File: config.mk
export PLATFORM = sky130hd
export DESIGN_NAME = rcs_seq_sub
export DESIGN_NICKNAME = d
export VERILOG_FILES = /design/src/rtl/rcs_seq_sub.sv
export SDC_FILE = /design/constraint.sdc
export NUM_CORES = 1
export LEC_CHECK = 0
export CORE_MARGIN = 2
export CORE_UTILIZATION = 30
export DETAILED_ROUTE_END_ITERATION = 8
export PLACE_DENSITY = 0.55
export SLEW_MARGIN = 0
export SYNTH_ARGS = -nofsm -noshare
export SYNTH_HDL_FRONTEND = slang
export SYNTH_SLANG_ARGS = --single-unit
File: constraint.sdc
create_clock -name clk -period 3.35 [get_ports clk]
set_clock_uncertainty 0.15 [all_clocks]
set_input_delay 0.67 -clock clk [delete_from_list [all_inputs] [get_ports clk]]
set_output_delay 0.67 -clock clk [all_outputs]
set_load 0.005 [all_outputs]
File: src/rtl/rcs_seq_sub.sv
`default_nettype none
// ============================================================================
//  Module   : rcs_seq_sub
//  Purpose  : Multi-cycle ripple-borrow subtractor. Computes a - b one
//             SLICE-bit stage per clock, LSB first, with the borrow held in
//             a flop between slices. Valid/ready handshakes on both sides.
//  Revision : 1.0  initial release
// ============================================================================
module rcs_seq_sub #(
    parameter int WIDTH = 32,
    parameter int SLICE = 8
) (
    input  logic             clk,
    input  logic             rst_n,
    input  logic             in_valid,
    output logic             in_ready,
    input  logic [WIDTH-1:0] a,
    input  logic [WIDTH-1:0] b,
    output logic             out_valid,
    input  logic             out_ready,
    output logic [WIDTH-1:0] diff,
    output logic             bout,
    output logic             ovf
);

    localparam int NSL = WIDTH / SLICE;
    localparam int IW  = (NSL > 1) ? $clog2(NSL) : 1;

    typedef enum logic [1:0] {
        IDLE = 2'd0,
        CALC = 2'd1,
        DONE = 2'd2
    } state_t;

    state_t           state;
    state_t           state_nxt;
    logic [WIDTH-1:0] a_q;
    logic [WIDTH-1:0] b_q;
    logic [WIDTH-1:0] diff_q;
    logic             brw;
    logic [IW-1:0]    idx;
    logic             last_slice;
    int               base;
    logic [SLICE-1:0] a_sl;
    logic [SLICE-1:0] b_sl;
    logic [SLICE:0]   sum;

    // Current slice operands and the one shared subtract stage.
    // Subtraction is a + ~b + 1 with the incoming borrow folded into the carry-in.
    always_comb begin
        base       = int'(idx) * SLICE;
        a_sl       = a_q[base +: SLICE];
        b_sl       = b_q[base +: SLICE];
        sum        = {1'b0, a_sl} + {1'b0, ~b_sl} + {{SLICE{1'b0}}, ~brw};
        last_slice = (idx == IW'(NSL - 1));
    end

    // FSM state register.
    always_ff @(posedge clk or negedge rst_n) begin
        if (!rst_n) begin
            state <= IDLE;
        end else begin
            state <= state_nxt;
        end
    end

    // Next-state decode; no bypass from DONE straight into a new accept.
    always_comb begin
        state_nxt = state;
        case (state)
            IDLE:    if (in_valid)   state_nxt = CALC;
            CALC:    if (last_slice) state_nxt = DONE;
            DONE:    if (out_ready)  state_nxt = IDLE;
            default:                 state_nxt = IDLE;
        endcase
    end

    // Operand capture on accept, then one slice of result per CALC cycle.
    always_ff @(posedge clk or negedge rst_n) begin
        if (!rst_n) begin
            a_q    <= '0;
            b_q    <= '0;
            diff_q <= '0;
            brw    <= 1'b0;
            idx    <= '0;
        end else if (state == IDLE && in_valid) begin
            a_q <= a;
            b_q <= b;
            brw <= 1'b0;
            idx <= '0;
        end else if (state == CALC) begin
            diff_q[base +: SLICE] <= sum[SLICE-1:0];
            brw                   <= ~sum[SLICE];
            idx                   <= idx + IW'(1);
        end
    end

    // Outputs come only from registers and state decode.
    always_comb begin
        in_ready  = (state == IDLE);
        out_valid = (state == DONE);
        diff      = diff_q;
        bout      = brw;
        ovf       = (a_q[WIDTH-1] != b_q[WIDTH-1]) && (diff_q[WIDTH-1] != a_q[WIDTH-1]);
    end

endmodule
`default_nettype wire

==> results.toml, run 1 <==
[global_route]
grt_max_degree = 54
grt_pass1_vias = 3243
antenna_found_initial = 0
gr-usage-all-layers_pct = 14.2
grt_pass1_wl_mm = 17.7
globalRoute.totalOverflow = 0

[logic_synthesis]
netlist_area_um2 = 4650
postSynthAreaPerCell_um2 = 13.5
synthTopCellsByCount = "101 x dfrtp_1, 64 x mux2_2, 39 x nand2_1"
async_flop_share_pct = 100
synth.most_common_cell = "dfrtp_1"
synthMuxAreaShare_pct = 23.4
yosysTopAreaCell = "dfrtp_1"
yosys_warnings = 0
synth_top_area_share_pct = 54.3
synth_top_family_by_area = "multiplexers"
syn_nets = 428
synth_area_leaders = "dfrtp_1 54%, mux2_2 15%, mux4_2 7.7%, ha_1 3.2%, nand2_1 3.1%"
synth_simple_gate_area_share_pct = 6.32
synth-compound-area-share_pct = 8.82
synth.distinct_cells = 39
synth-adder-area-share_pct = 4.09
synth-edff-count = 0
synth_xor_area_share_pct = 0.188
seq_area_frac_synth_pct = 54.3
dominantRegCellSynth = "dfrtp_1"
ys_seq_elements = 101
postSynthCellCount = 346

[timing]
post-route-period-util_pct = 88.8
whs_ns = 0.221
slew_violations = 0
timing.final.setup_violations = 0
relSlewSlack_pct = 53.8
worstMarginPinSlew_ns = 0.693
clock.fmax_ghz = 0.336
rsz0062_at_grt = "no"
hold_violations = 0
period_needed_ns = 2.97
setup_ws_ns = 0.375
fin_setup_tns_ns = 0

[cts]
htreeDepth = 3
post-cts-setup-buffers = 0
root_buffer = "clkbuf_16"
cts_tree = "yes"
clk_pin_slew_ns = 0.07
worstSkewPairLatency_ns = 0.34
cts_resized = 0
cts_hold_buffers = 0
clock-sinks = 101
cts_made_buffers = 9
cts_buffer_depth = 2

[route]
num_vias = 3120
drtIter0Drc = 103
wl_per_cell_um = 17.0
antenna_left = 0
dr.pass1.iters = 4
avgViaCountPerCell = 4.81
wirelength_mm = 11.0
drc = 0

[critical_path]
crit_arrival_ns = 3.07
cp.required_ns = 3.45
critical_path.endpoint_type = "flop"
critPathKind = "flop to flop"
cp-start-kind = "flop"
cp_max_fo = 9

[pwr]
leakage_nw = 2.63
p_per_area_nw_per_um2 = 1120
max-vdd-ir-drop_mv = 0.554

[status]
status = "finished clean"

[placed_design]
place_ws_ns = 0.369
place_inst = 632
place.gp.congestion = 0.738
place_area_um2 = 5940
hpwl_mm = 8.39
io_buffers = 103

[layout]
multi_input_area_um2 = 2000
final_area_um2 = 6240
num_antenna_cells = 0
drive_above_1_share_pct = 25.4
nFillCells = 1445
final_cell_count_no_fill = 648
layout.nets = 537
seq_area_um2 = 2530
syn_to_final_growth_pct = 34.0

[worst_hold_path]
hold_class = "input port to async pin"

[floorplanning]
ioPinCount = 104
start_util_pct = 30.6
dieWidth_um = 129
rows = 45
die_area_um2 = 16500
dieHeight_um = 129
coreArea_um2 = 15200

[run]
maxCapViolCount = 0
cell type report:
type / count / share of cell area (%)
repair buffers: 113 / 18.1
multi-input cells: 215 / 32.0
clock inverters: 5 / 0.803
inverters: 15 / 0.903
well taps: 188 / 3.77
clock buffers: 11 / 3.89
flip-flops and latches: 101 / 40.5
kinds of logic after synthesis:
| group | Yosys count |
|---|---|
| buf+inv | 30 |
| simple gates | 63 |
| compound gates | 56 |
| flops | 101 |
| mux | 81 |
| xor+xnor | 1 |
| fa+ha+maj | 14 |
through the flow:
stage                     power, mW  util, %
final                          6.96     41.0
after global routing           7.52     41.0
after CTS                      7.05     41.0
after detailed placement       5.99     39.1
after global placement         5.92     39.1
after floorplan                4.62        -
layer usage:
layer  track usage (%)  up-vias  part of all wire [%]
li1                  -     1473                     -
met1              19.5     1553                    47
met2              22.2       83                    47
met3              3.04       11                   4.1
met4              5.43        0                   1.7
met5                 0        -                     0
state kept, by name (all words and copies together) (netlist names):
signal	cells
diff	32
b_q	32
state	2
bout	1
idx	2
a_q	32
worst paths after layout:
path,start,to,slack (ns),cells after the start
worst max-delay path,idx[0],diff[15],0.38,8
worst max register to register,idx[0],diff[15],0.38,8
worst min-delay path,rst_n,diff[18],0.22,1
worst min register to register,diff[2],diff[2],0.33,2
max in group asynchronous,rst_n,b_q[19],2.12,2
min in group clk,diff[2],diff[2],0.33,2
worst max-delay path, stage by stage, from the launching register on:
cell     delay, ns
dfrtp_1       0.47
buf_4         0.27
mux4_2        0.57
inv_1         0.08
ha_1          0.21
nor2b_1       0.14
o31a_1        0.29
o311a_1       0.43
o31ai_1       0.26
placed cells by master, fill, tap and decap left out, types with 2 or more instances in the layout:
cell type,Yosys,layout
nor2b_1,2,2
mux2_2,64,64
o31ai_2,7,7
clkbuf_16,0,9
nor2_1,5,5
a21o_1,2,2
dfrtp_1,101,101
o21ai_0,21,21
nand2_1,39,39
o21a_1,5,5
clkinv_2,0,4
clkdlybuf4s50_1,0,102
buf_12,0,2
or3_1,3,3
nand2b_1,3,3
inv_1,15,15
buf_4,0,9
nor3_1,3,3
fa_1,2,2
o31ai_1,9,9
ha_1,12,12
mux4_2,16,16
a21oi_1,2,2
nand2_4,2,2
o31a_1,3,3
where the power goes:
part | switching, mW | internal [mW]
registers | 0.370 | 1.79
logic | 1.87 | 1.90
clock network | 0.435 | 0.594
total | 2.68 | 4.28
No activity file was read; power rests on OpenSTA's default activity.
==> run 2: changes to the inputs <==
CORE_ASPECT_RATIO = 1.25   (was default)
==> run 2 against run 1 <==
  * Register-to-register slack worse by 0.03 ns
  * Design area hardly changed
  * Global-route usage is 0.098 points higher
  * Critical endpoint is now bout
  * Largest power group unchanged
  * Clock power is 4% lower
  * Hold slack worse by 0.043 ns
  * Cell count is 2.8% higher
  * Highest routed layer unchanged
  * Sequential share of layout area hardly changed
  * Total power is 1.2% lower
  * Worst setup slack worse by 0.030 ns
  * Via count is 0.74% lower
==> results.toml, run 2 (synthesis gave the netlist of run 1 again) <==
[route]
dr.pass1.iters = 6
antenna_left = 0
avgViaCountPerCell = 4.65
drc = 0
num_vias = 3097
wl_per_cell_um = 16.7
drtIter0Drc = 157
wirelength_mm = 11.1

[global_route]
globalRoute.totalOverflow = 0
gr-usage-all-layers_pct = 14.3
met1_usage_pct = 18.1
grt_pass1_wl_mm = 18.0
grt_pass1_vias = 3314
use_met3_pct = 2.97
grtUsageMet2_pct = 24.3
grt_max_degree = 56
grt_busiest_layer = "met2"
antenna_found_initial = 0

[timing]
rsz0062_at_grt = "no"
hold_violations = 0
setup_ws_ns = 0.346
period_needed_ns = 3.00
clock.fmax_ghz = 0.333
relSlewSlack_pct = 54.5
timing.final.setup_violations = 0
fin_setup_tns_ns = 0
post-route-period-util_pct = 89.7
slew_violations = 0
whs_ns = 0.178
worstMarginPinSlew_ns = 0.678

[cts]
cts_made_buffers = 9
cts_buffer_depth = 2
htreeDepth = 3
cts_hold_buffers = 0
worstSkewPairLatency_ns = 0.34
clock-sinks = 101
post-cts-setup-buffers = 0
cts_tree = "yes"
clk_pin_slew_ns = 0.07
cts_resized = 0
root_buffer = "clkbuf_16"

[placed_design]
hpwl_mm = 8.58
place.gp.congestion = 0.791
place_ws_ns = 0.363
io_buffers = 103
place_area_um2 = 5950

[layout]
final_cell_mix = "102 x clkdlybuf4s50_1, 101 x dfrtp_1, 64 x mux2_2"
syn_to_final_growth_pct = 33.9
num_antenna_cells = 0
final_area_um2 = 6230
drive_above_1_share_pct = 24.9
layout.nets = 535
layout_commonest_cell = "clkdlybuf4s50_1"

[critical_path]
rr_worst_depth = 9
cp.required_ns = 3.43
r2r-start = "idx[0]"
rrSetupSlack_ns = 0.35
cp_max_fo = 11
cp-start-kind = "flop"
critical_path.endpoint_type = "flop"
crit_arrival_ns = 3.08
timing.rr.end = "bout"
critPathKind = "flop to flop"

[run]
maxCapViolCount = 0

[floorplanning]
dieHeight_um = 143
rows = 50
start_util_pct = 30.9
ioPinCount = 104
die_area_um2 = 16500
coreArea_um2 = 15100
dieWidth_um = 115

[status]
status = "finished clean"

[worst_hold_path]
hold_class = "input port to async pin"

[pwr]
p_per_area_nw_per_um2 = 1100
leakage_nw = 2.60
max-vdd-ir-drop_mv = 0.498
==> run 2: cell types whose count changed in the layout (fill, tap and decap cells not counted) <==
cell,before,now
clkinv_2,4,1
clkbuf_1,1,2
clkbuf_8,1,2
bufinv_16,1,0
buf_4,9,7
clkinvlp_4,0,2
==> run 2: critical path: stages, from the launching register on <==
cell and delay [ns]:
dfrtp_1 0.39, buf_4 0.27, mux4_2 0.53, inv_1 0.09
fa_1 0.21, fa_1 0.22, nor2b_1 0.07, o31a_1 0.28
o31a_1 0.32, o41ai_1 0.35
==> run 2: worst max path at each step <==
| stage | startpoint | endpoint | cells past startpoint |
|---|---|---|---|
| floorplan | idx[0] | diff[6] | 8 |
| global route | idx[0] | bout | 9 |
| detailed placement | idx[0] | bout | 9 |
| CTS | idx[0] | bout | 9 |
| global placement | idx[0] | bout | 9 |
| finish | idx[0] | bout | 9 |
==> run 2: stage by stage <==
step	total power, mW	utilization (%)	instances
after floorplan	4.62	-	346
after global placement	5.85	39.5	650
after detailed placement	5.94	39.5	650
after CTS	6.95	41.3	666
after global routing	7.44	41.3	666
final	6.88	41.3	666
==> run 2: per-layer routing <==
| layer | part of all wire (%) | wire length (um) |
|---|---|---|
| met1 | 44 | 4890 |
| met2 | 51 | 5610 |
| met3 | 4.1 | 460 |
| met4 | 1.3 | 140 |
| met5 | 0 | 0 |
==> run 2: cell type report <==
class / count / area [um2]
clock buffers: 13 / 260
clock inverters: 3 / 20.0
fillers: 1449 / 8840
inverters: 15 / 56.3
multi-input cells: 215 / 2000
flip-flops and latches: 101 / 2530
well taps: 208 / 260
repair buffers: 111 / 1110
==> run 2: power by group <==
| part | switching [mW] | total (mW) | internal (mW) |
|---|---|---|---|
| clock | 0.446 | 0.990 | 0.544 |
| combinational | 1.91 | 3.76 | 1.85 |
| sequential | 0.341 | 2.12 | 1.78 |
| total | 2.70 | 6.88 | 4.18 |
==> run 3: changes to the inputs <==
CELL_PAD_IN_SITES_DETAIL_PLACEMENT = 1   (was default)
CELL_PAD_IN_SITES_GLOBAL_PLACEMENT = 2   (was default)
CORE_UTILIZATION = 31   (was 30)
GPL_ROUTABILITY_DRIVEN = 0   (was default)
PLACE_DENSITY = 0.78   (was 0.55)
==> run 3 against run 2 <==
  * Design area shrank 0.42%
  * Die area shrank 3.1%
  * Global-route usage grew 1.6 points
  * Clock-buffer cell count grew 1
  * Critical endpoint is now diff[7]
  * Largest cell class unchanged
==> results.toml, run 3 (synthesis gave the netlist of run 1 again) <==
[route]
dr.pass1.iters = 4
avgViaCountPerCell = 4.89
drc = 0
wl_per_cell_um = 18.9
wirelength_mm = 12.0
num_vias = 3120
drtIter0Drc = 159
antenna_left = 0

[timing]
slew_violations = 0
post-route-period-util_pct = 90.8
worstMarginPinSlew_ns = 0.674
setup_ws_ns = 0.308
hold_violations = 0
whs_ns = 0.199
fin_setup_tns_ns = 0
rsz0062_at_grt = "no"
relSlewSlack_pct = 54.7
timing.final.setup_violations = 0
clock.fmax_ghz = 0.329
period_needed_ns = 3.04

[run]
maxCapViolCount = 0

[critical_path]
critPathKind = "flop to flop"
cp_max_fo = 17
critical_path.endpoint_type = "flop"
r2r-start = "idx[0]"
cp-start-kind = "flop"
rrSetupSlack_ns = 0.31
startpoint = "idx[0]"
crit_arrival_ns = 3.12
timing.rr.end = "diff[7]"
rr_worst_depth = 8
cp.required_ns = 3.43

[cts]
worstSkewPairLatency_ns = 0.34
clk_pin_slew_ns = 0.06
cts_hold_buffers = 0
htreeDepth = 3
cts_tree = "yes"
cts_resized = 0
cts_made_buffers = 9
post-cts-setup-buffers = 0
root_buffer = "clkbuf_16"
clock-sinks = 101
cts_buffer_depth = 2

[floorplanning]
rows = 50
ioPinCount = 104
coreArea_um2 = 14800
dieWidth_um = 114
dieHeight_um = 141
die_area_um2 = 16000
start_util_pct = 31.4

[pwr]
power.total_mw = 6.98
p_per_area_nw_per_um2 = 1120
max-vdd-ir-drop_mv = 0.414
leakage_nw = 2.61

[global_route]
globalRoute.totalOverflow = 0
grt_max_degree = 56
grt_pass1_wl_mm = 19.4
gr-usage-all-layers_pct = 15.9
antenna_found_initial = 0
grt_pass1_vias = 3533

[placed_design]
place_inst = 623
place_ws_ns = 0.360
io_buffers = 103
place_area_um2 = 5910
hpwl_mm = 9.10

[layout]
drive_above_1_share_pct = 24.3
num_antenna_cells = 0
utilization_pct = 41.9
layout_commonest_cell = "clkdlybuf4s50_1"
final_cell_count_no_fill = 638
layout.nets = 534
final_area_um2 = 6210
final_cell_mix = "102 x clkdlybuf4s50_1, 101 x dfrtp_1, 64 x mux2_2"
syn_to_final_growth_pct = 33.4

[status]
status = "finished clean"

[worst_hold_path]
hold_class = "input port to async pin"
-- run 3: cell type report --
cell class / instances / area (um2)
clock buffers: 14 / 264
clock inverters: 1 / 30.0
fillers: 1565 / 8620
inverters: 15 / 56.3
multi-input cells: 215 / 2000
flip-flops and latches: 101 / 2530
well taps: 182 / 228
repair buffers: 110 / 1110
-- run 3: worst max-delay path by stage --
stage	to	cells after the start	slack, ns
finish	diff[7]	8	0.31
global route	diff[7]	8	0.18
CTS	diff[7]	8	0.29
detailed placement	diff[7]	8	0.36
global placement	diff[7]	8	0.46
floorplan	diff[6]	8	0.23
-- run 3: where the power goes --
group,switching (mW),total [mW],internal (mW)
Clock,0.426,1.04,0.617
Sequential,0.334,2.12,1.78
Combinational,1.98,3.81,1.83
-- run 3: layer usage --
| metal | GRT usage, % | wire (um) |
|---|---|---|
| met2 | 29.7 | 6640 |
| met5 | 0 | 0 |
| met1 | 18.7 | 4900 |
| met4 | 3.66 | 119 |
| met3 | 3.10 | 378 |
-- run 3: worst max-delay path, stage by stage (launching register included) --
cell     delay [ns]
dfrtp_1        0.39
buf_4          0.30
mux4_2         0.59
inv_1          0.08
ha_1           0.21
nor2b_1        0.14
o31a_1         0.30
o311a_1        0.44
o31ai_1        0.30
